**src/rtl/ula_seq.sv**
```systemverilog
// ula_seq: handshaked W-bit ALU with registered result and flags.
// Define ULA_MUL_EN to enable the iterative shift-add multiplier (op 8).
module ula_seq #(
  parameter int W = 4
) (
  input  logic         i_clk,
  input  logic         i_rst_n,
  input  logic [W-1:0] i_a,
  input  logic [W-1:0] i_b,
  input  logic [3:0]   i_op,
  input  logic         i_in_valid,
  output logic         o_in_ready,
  output logic [W-1:0] o_s,
  output logic [W-1:0] o_s_hi,
  output logic         o_flag_z,
  output logic         o_flag_c,
  output logic         o_flag_n,
  output logic         o_flag_v,
  output logic         o_err,
  output logic         o_out_valid,
  input  logic         i_out_ready
);

  localparam logic [3:0] OP_ADD = 4'd0;
  localparam logic [3:0] OP_SUB = 4'd1;
  localparam logic [3:0] OP_SHL = 4'd2;
  localparam logic [3:0] OP_SHR = 4'd3;
  localparam logic [3:0] OP_AND = 4'd4;
  localparam logic [3:0] OP_OR  = 4'd5;
  localparam logic [3:0] OP_XOR = 4'd6;
  localparam logic [3:0] OP_NOT = 4'd7;

  typedef enum logic [1:0] {
    S_IDLE = 2'd0,
    S_DONE = 2'd1
`ifdef ULA_MUL_EN
    , S_BUSY = 2'd2
`endif
  } state_t;

  state_t       r_state;
  state_t       w_state_nxt;
  logic         w_accept;
  logic [W:0]   w_add;
  logic [W:0]   w_sub;
  logic [W-1:0] w_res;
  logic         w_c;
  logic         w_v;
  logic         w_err;
  logic         w_is_mul;

  assign w_accept = i_in_valid && o_in_ready;
  assign w_add    = {1'b0, i_a} + {1'b0, i_b};
  assign w_sub    = {1'b0, i_a} - {1'b0, i_b};

`ifdef ULA_MUL_EN
  localparam int CW = $clog2(W + 1);
  localparam logic [3:0] OP_MUL = 4'd8;

  logic [CW-1:0]  r_cnt;
  logic [W-1:0]   r_mcand;
  logic [W-1:0]   r_mplier;
  logic [2*W-1:0] r_prod;
  logic [W-1:0]   r_s_hi;
  logic [W:0]     w_psum;
  logic [2*W-1:0] w_prod_nxt;
  logic           w_mul_last;

  assign w_is_mul   = (i_op == OP_MUL);
  assign w_mul_last = (r_state == S_BUSY) && (r_cnt == '0);
  assign w_psum     = {1'b0, r_prod[2*W-1:W]}
                    + (r_mplier[0] ? {1'b0, r_mcand} : '0);
  assign w_prod_nxt = {w_psum, r_prod[W-1:1]};
  assign o_s_hi     = r_s_hi;

  // Multiplier: load at accept, one shift-add step per BUSY cycle
  always_ff @(posedge i_clk) begin
    if (!i_rst_n) begin
      r_cnt    <= '0;
      r_mcand  <= '0;
      r_mplier <= '0;
      r_prod   <= '0;
    end else if (w_accept && w_is_mul) begin
      r_cnt    <= CW'(W - 1);
      r_mcand  <= i_a;
      r_mplier <= i_b;
      r_prod   <= '0;
    end else if (r_state == S_BUSY) begin
      r_prod   <= w_prod_nxt;
      r_mplier <= r_mplier >> 1;
      if (r_cnt != '0) r_cnt <= r_cnt - 1'b1;
    end
  end
`else
  assign w_is_mul = 1'b0;
  assign o_s_hi   = '0;
`endif

  // Single-cycle datapath; anything not decoded here is illegal
  always_comb begin
    w_res = '0;
    w_c   = 1'b0;
    w_v   = 1'b0;
    w_err = 1'b0;
    case (i_op)
      OP_ADD: begin
        w_res = w_add[W-1:0];
        w_c   = w_add[W];
        w_v   = (i_a[W-1] == i_b[W-1]) && (w_add[W-1] != i_a[W-1]);
      end
      OP_SUB: begin
        w_res = w_sub[W-1:0];
        w_c   = w_sub[W];
        w_v   = (i_a[W-1] != i_b[W-1]) && (w_sub[W-1] != i_a[W-1]);
      end
      OP_SHL:  w_res = i_a << i_b;
      OP_SHR:  w_res = i_a >> i_b;
      OP_AND:  w_res = i_a & i_b;
      OP_OR:   w_res = i_a | i_b;
      OP_XOR:  w_res = i_a ^ i_b;
      OP_NOT:  w_res = ~i_a;
      default: w_err = 1'b1;
    endcase
  end

  // State register
  always_ff @(posedge i_clk) begin
    if (!i_rst_n) r_state <= S_IDLE;
    else          r_state <= w_state_nxt;
  end

  // Next-state logic
  always_comb begin
    w_state_nxt = r_state;
    case (r_state)
      S_IDLE: begin
        if (w_accept) begin
`ifdef ULA_MUL_EN
          w_state_nxt = w_is_mul ? S_BUSY : S_DONE;
`else
          w_state_nxt = S_DONE;
`endif
        end
      end
`ifdef ULA_MUL_EN
      S_BUSY: if (r_cnt == '0) w_state_nxt = S_DONE;
`endif
      S_DONE: if (i_out_ready) w_state_nxt = S_IDLE;
      default: w_state_nxt = S_IDLE;
    endcase
  end

  // Handshake outputs; in_ready is forced low while reset is held
  always_comb begin
    o_in_ready  = (r_state == S_IDLE) && i_rst_n;
    o_out_valid = (r_state == S_DONE);
  end

  // Result and flag registers, frozen outside the load edges
  always_ff @(posedge i_clk) begin
    if (!i_rst_n) begin
      o_s      <= '0;
      o_flag_z <= 1'b0;
      o_flag_c <= 1'b0;
      o_flag_n <= 1'b0;
      o_flag_v <= 1'b0;
      o_err    <= 1'b0;
`ifdef ULA_MUL_EN
      r_s_hi   <= '0;
`endif
    end else if (w_accept && !w_is_mul) begin
      o_s      <= w_res;
      o_flag_z <= (w_res == '0);
      o_flag_c <= w_c;
      o_flag_n <= w_res[W-1];
      o_flag_v <= w_v;
      o_err    <= w_err;
`ifdef ULA_MUL_EN
      r_s_hi   <= '0;
    end else if (w_mul_last) begin
      o_s      <= w_prod_nxt[W-1:0];
      r_s_hi   <= w_prod_nxt[2*W-1:W];
      o_flag_z <= (w_prod_nxt[W-1:0] == '0);
      o_flag_c <= 1'b0;
      o_flag_n <= w_prod_nxt[W-1];
      o_flag_v <= 1'b0;
      o_err    <= 1'b0;
`endif
    end
  end

endmodule

```
**config.mk**
```make
export PLATFORM = sky130hd
export DESIGN_NAME = ula_seq
export DESIGN_NICKNAME = d
export VERILOG_FILES = /design/src/rtl/ula_seq.sv
export SDC_FILE = /design/constraint.sdc
export NUM_CORES = 1
export LEC_CHECK = 0
export ABC_AREA = 1
export CAP_MARGIN = 20
export CORE_ASPECT_RATIO = 1.1
export CORE_MARGIN = 2
export CORE_UTILIZATION = 57
export CTS_BUF_LIST = sky130_fd_sc_hd__clkbuf_16
export CTS_CLUSTER_SIZE = 40
export DETAILED_ROUTE_END_ITERATION = 12
export DONT_BUFFER_PORTS = 1
export PLACE_DENSITY = 0.82
export SLEW_MARGIN = 5
export SYNTH_ARGS = -nofsm -noshare
export SYNTH_HDL_FRONTEND = slang
export SYNTH_SLANG_ARGS = --single-unit
```
**constraint.sdc**
```tcl
create_clock -name i_clk -period 2 [get_ports i_clk]
set_clock_uncertainty 0.05 [all_clocks]
set_input_delay 0.5 -clock i_clk [delete_from_list [all_inputs] [get_ports i_clk]]
set_output_delay 0.5 -clock i_clk [all_outputs]
set_load 0.01 [all_outputs]
```
* Word-level counts from Yosys, hierarchy flattened *
Cells that the tools add are included.

cells by class
  add/subtract/negate cells = 2
  equal/unequal tests = 14
  shift-type cells = 2
  muxes and demuxes = 7
  bitwise gates (word level) = 4
  reductions and logical operators = 9

operator list
  cell                                                 count
  one-hot mux 4 bit (8 select lines)                   1
  equality test 4 x 3 -> 1 bit, second input constant  4
  equality test 4 x 2 -> 1 bit, second input constant  2
  zero test 4 bit                                      2
  OR reduction 8 bit                                   1
  adder 4 x 4 -> 5 bit                                 1
  subtractor 4 x 4 -> 5 bit                            1
  AND 4 bit                                            1
  equality test 4 x 1 -> 1 bit, second input constant  1
  logical AND 1 bit                                    4
  two-way mux 2 bit                                    2
  NOT 4 bit                                            1
  OR 4 bit                                             1
  one-hot mux 1 bit (2 select lines)                   2
  one-hot mux 2 bit (2 select lines)                   1
  left shift 4 x 4 -> 4 bit                            1
  right shift 4 x 4 -> 4 bit                           1
  bitwise XOR 4 bit                                    1
  != test 1 bit                                        3
  equality test 2 x 1 -> 1 bit, second input constant  1
  zero test 2 bit                                      1
  != test 2 x 1 -> 1 bit, second input constant        1
  != test 2 bit, second input constant                 1
  AND reduction 2 bit                                  1
  2 further kinds                                      2

word-level totals
  flip-flop bits (word level) = 11
  input bits = 16
  output and inout bits = 15
  logic and storage cells = 45

* Longest topological paths before layout *
  depth in word-level cells = 5
  mapped depth = 13
  depth with buffers taken out = 12

* Worst setup path after synthesis *
No wires, ideal clock.

  kind = input-to-reg
  start = input port i_a[0]
  end = register o_flag_z
  library setup time = 0.066 ns
  arrival = 1.827 ns
  required time = 1.884 ns
  setup slack = 0.057 ns
  stages on the path = 10
  path buffers = 0
  cells stage by stage = ha_1 > fa_1 > or2_0 > nand3_1 > nand2_1 > nor2_2 > nand2_1 > nor2_1 > nand2_1 > a21oi_2

on the way
  word-level cells in the longest chain between the ends = 3
  elaborated cells on any way between the ends = 10
  those cells by class = add/sub (2); shift (2); mux (1); bitwise (4); reduce/logical (1)

RTL lines
  what                                                     line  text
  from (decl)                                              8     input logic [W-1:0] i_a,
  subtractor 4 x 4 -> 5 bit, or another cell as far along  54    assign w_sub = {1'b0, i_a} - {1'b0, i_b};
  one-hot mux 4 bit (8 select lines) (*)                   105   case (i_op)
  zero test 4 bit (*)                                      173   o_flag_z <= (w_res == '0);
  to (signal assigned)                                     173
  to (decl)                                                15    output logic o_flag_z,

Every way passes the cells marked *; elsewhere a longest branch is shown, timed or not.
A chain may end at the register's enable or synchronous reset.

* Worst setup path in the final report *
Same ends and word-level chain as after synthesis.

==> impl_metrics.csv <==
group,metric,value,unit
worst_setup_path,r2r_slack,0.63,ns
floorplanning,ios,31,
route,wl_per_cell,13.7,um
clock_network,cts_buffer_depth,2,
timing,hold_violations,0,
clock_network,cts.repair.resized,0,
route,ant_nets,0,
placed_design,placed_area,1240,um2
clock_network,path_clk_slew,0.04,ns
clock_network,postCtsSetupBuffers,0,
floorplanning,start_util,60.6,%
clock_network,htreeDepth,1,
logic_synthesis,ys_warn_count,0,
floorplanning,dieWidth,48.0,um
logic_synthesis,syn_inst,197,
worst_setup_path,required,2.12,ns
worst_setup_path,max_stage_delay,0.42,ns
worst_setup_path,worstSetupEndpointType,"register",
clock_network,numCtsBuffers,3,
clock_network,cts-root-buf,"clkbuf_16",
floorplanning,core,2000,um2
power_and_ir_drop,ir_worst_vdd,0.415,mV
global_route,grt_pass1_vias,1266,
floorplanning,chipHeight,52.3,um
placed_design,gp_congestion,0.935,
cells_and_area,antennaDiodeCount,0,
worst_setup_path,arrival,1.97,ns
timing,clock.fmax,0.539,GHz
logic_synthesis,avgSynthCellArea,6.15,um2
route,routed_wl,3160,um
logic_synthesis,yosysSeqAreaShare,14.9,%
cells_and_area,nNetsFinal,233,
route,viasPerCell,5.69,
worst_setup_path,path_max_fanout,4,
power_and_ir_drop,switching_power,219,uW
clock_network,clkLatencyLatePin,0.23,ns
power_and_ir_drop,p_sw_share,29.4,%
global_route,grt.overflow.total,0,
timing,fin_crit,1.85,ns
power_and_ir_drop,p_per_area,563,nW/um2
route,num_vias,1308,
timing,grt_setup_unrepaired,"false",
route,dr.pass1.iters,4,
power_and_ir_drop,power,746,uW
worst_setup_path,path_class,"in2reg",
global_route,antenna_found_initial,0,
clock_network,cts_hold_buf,0,
route,drtIter0Drc,29,
clock_network,cts_tree,"built",
power_and_ir_drop,power_frac_seq,28.3,%
power_and_ir_drop,power.leakage,0.000695,uW
timing,slew_viol_final,0,
cells_and_area,layout-drive-gt1-share,14.4,%
worst_setup_path,cp_num_buf_inv,1,
floorplanning,dieArea,2510,um2
timing,setup_viol,0,
status,status,"finished, final reports clean",
worst_setup_path,crit_family,"simple AND/OR/NAND/NOR gates",
global_route,grt_first_pass_wirelength,4980,um
logic_synthesis,yosysUniqueCellTypes,26,
global_route,grt_usage,27.2,%
worst_setup_path,slowest_stage,"fa_1",
min_path,hold_path.class,"in2reg",
cells_and_area,fillers,183,
cells_and_area,design_area,1330,um2
power_and_ir_drop,combPwrFrac,25.7,%
placed_design,port_buffers,0,
floorplanning,std_cell_rows,17,
logic_synthesis,synth-seq-cells,9,
worst_setup_path,crit_path_start_kind,"primary input",
worst_setup_path,cp_cell_sequence,"inv_1 -> ha_1 -> fa_1 -> nor2_2 -> nor2_1 -> nand2_1 -> nand2_1 -> nor2_2 -> nand2_1 -> nor2_1 -> nand2_1 -> a21oi_2",
route,drc,0,
cells_and_area,syn_to_final_growth,9.40,%
global_route,grt_max_degree,14,
timing,fin_setup_tns,0,ns
job,drv_cap,0,
logic_synthesis,synth_area,1210,um2
timing,fin_crit_sh,92.7,%
clock_network,cts_sinks,9,
placed_design,dpl.hpwl,2540,um
power_and_ir_drop,clock_power_share,46.0,%
worst_setup_path,timing.critical_path.mode_cell,"nand2_1",
power_and_ir_drop,power_report.internal_total,527,uW
## registers in the layout, summed over array words and instances (netlist names)
name and count:
o_err 1, o_flag_v 1, o_s 4, o_flag_z 1, r_state 1, o_flag_c 1
## through the flow
stage	worst slack, ns	std cells	utilization, %	hold slack [ns]
6_report	0.146	230	66.3	0.338
5_1_grt	0.000489	230	66.3	0.341
4_1_cts	0.165	230	65.9	0.336
3_5_place_dp	-0.0478	226	62.0	0.472
3_3_place_gp	-0.0255	226	62.0	0.466
2_1_floorplan	0.0570	200	-	0.448
## layer usage
layer  routed length (um)  vias up  GRT usage, %
met5                    0        -             0
met4                  171        0          18.0
met3                  176       23          3.10
met2                 1510       56          47.3
met1                 1300      586          29.2
li1                     -      643             -
## cell usage in the layout, fill, tap and decap left out, types with 3 or more instances in the layout
master,instances
nor2_2,8
ha_1,11
conb_1,4
a31oi_1,4
a21oi_1,6
nand2_1,53
dfxtp_1,9
nand3b_1,5
nor2_1,10
inv_2,3
o21ai_0,10
clkbuf_16,3
buf_4,6
inv_1,23
nand3_1,29
nand2_2,4
## layout make-up
cell class | instances | area [um2] | share of cell area, %
clock buffer | 3 | 75.1 | 5.67
sequential | 9 | 180 | 13.6
timing repair buffer | 6 | 45.0 | 3.40
inverter | 25 | 93.8 | 7.08
multi-input combinational | 158 | 892 | 67.3
tap | 28 | 35.0 | 2.64
clock inverter | 1 | 3.75 | 0.283
## kinds of logic after synthesis
group | Yosys count | synth area share (%)
flip-flops | 9 | 14.9
other | 1 | 0.310
AO/OA/AOI/OAI | 25 | 12.0
XOR/XNOR | 1 | 0.723
buffers and inverters | 33 | 13.0
AND/OR/NAND/NOR | 114 | 43.4
adder cells (fa/ha/maj) | 14 | 15.7
## power by group through the flow
stage                     clock network (uW)  logic, uW  registers (uW)
after detailed placement                   0        184             214
final                                    343        192             211
after CTS                                346        185             211
after global routing                     356        216             214
after global placement                     0        177             214
after floorplan                            0        156             210
## final timing paths
check / start / end / cells after the start
max reg2reg: r_state[0] / o_flag_z / 7
min: i_out_ready / r_state[0] / 1
min reg2reg: o_flag_z / o_flag_z / 2
max: i_a[0] / o_flag_z / 12
## cells in the mapped netlist
library cell	instances	area, um2
a21oi_1	6	30.0
buf_6	1	11.3
nor2_1	11	41.3
xor2_1	1	8.76
nand3b_1	5	37.5
fa_1	2	40.0
nand2_1	53	199
o211a_1	1	10.0
o21ai_1	1	5.00
dfxtp_1	9	180
nand4_1	2	12.5
inv_2	3	11.3
conb_1	1	3.75
buf_4	7	52.6
o21ai_0	10	50.1
a31oi_1	4	25.0
nor3_2	1	10.0
nand3_1	29	145
a21boi_0	1	7.51
nor2_2	7	43.8
nand2_2	4	25.0
a21oi_2	2	17.5
inv_1	22	82.6
nor3_1	1	5.00
or2_0	1	6.26
ha_1	12	150
Note: power is estimated with default switching activity, not from simulation.
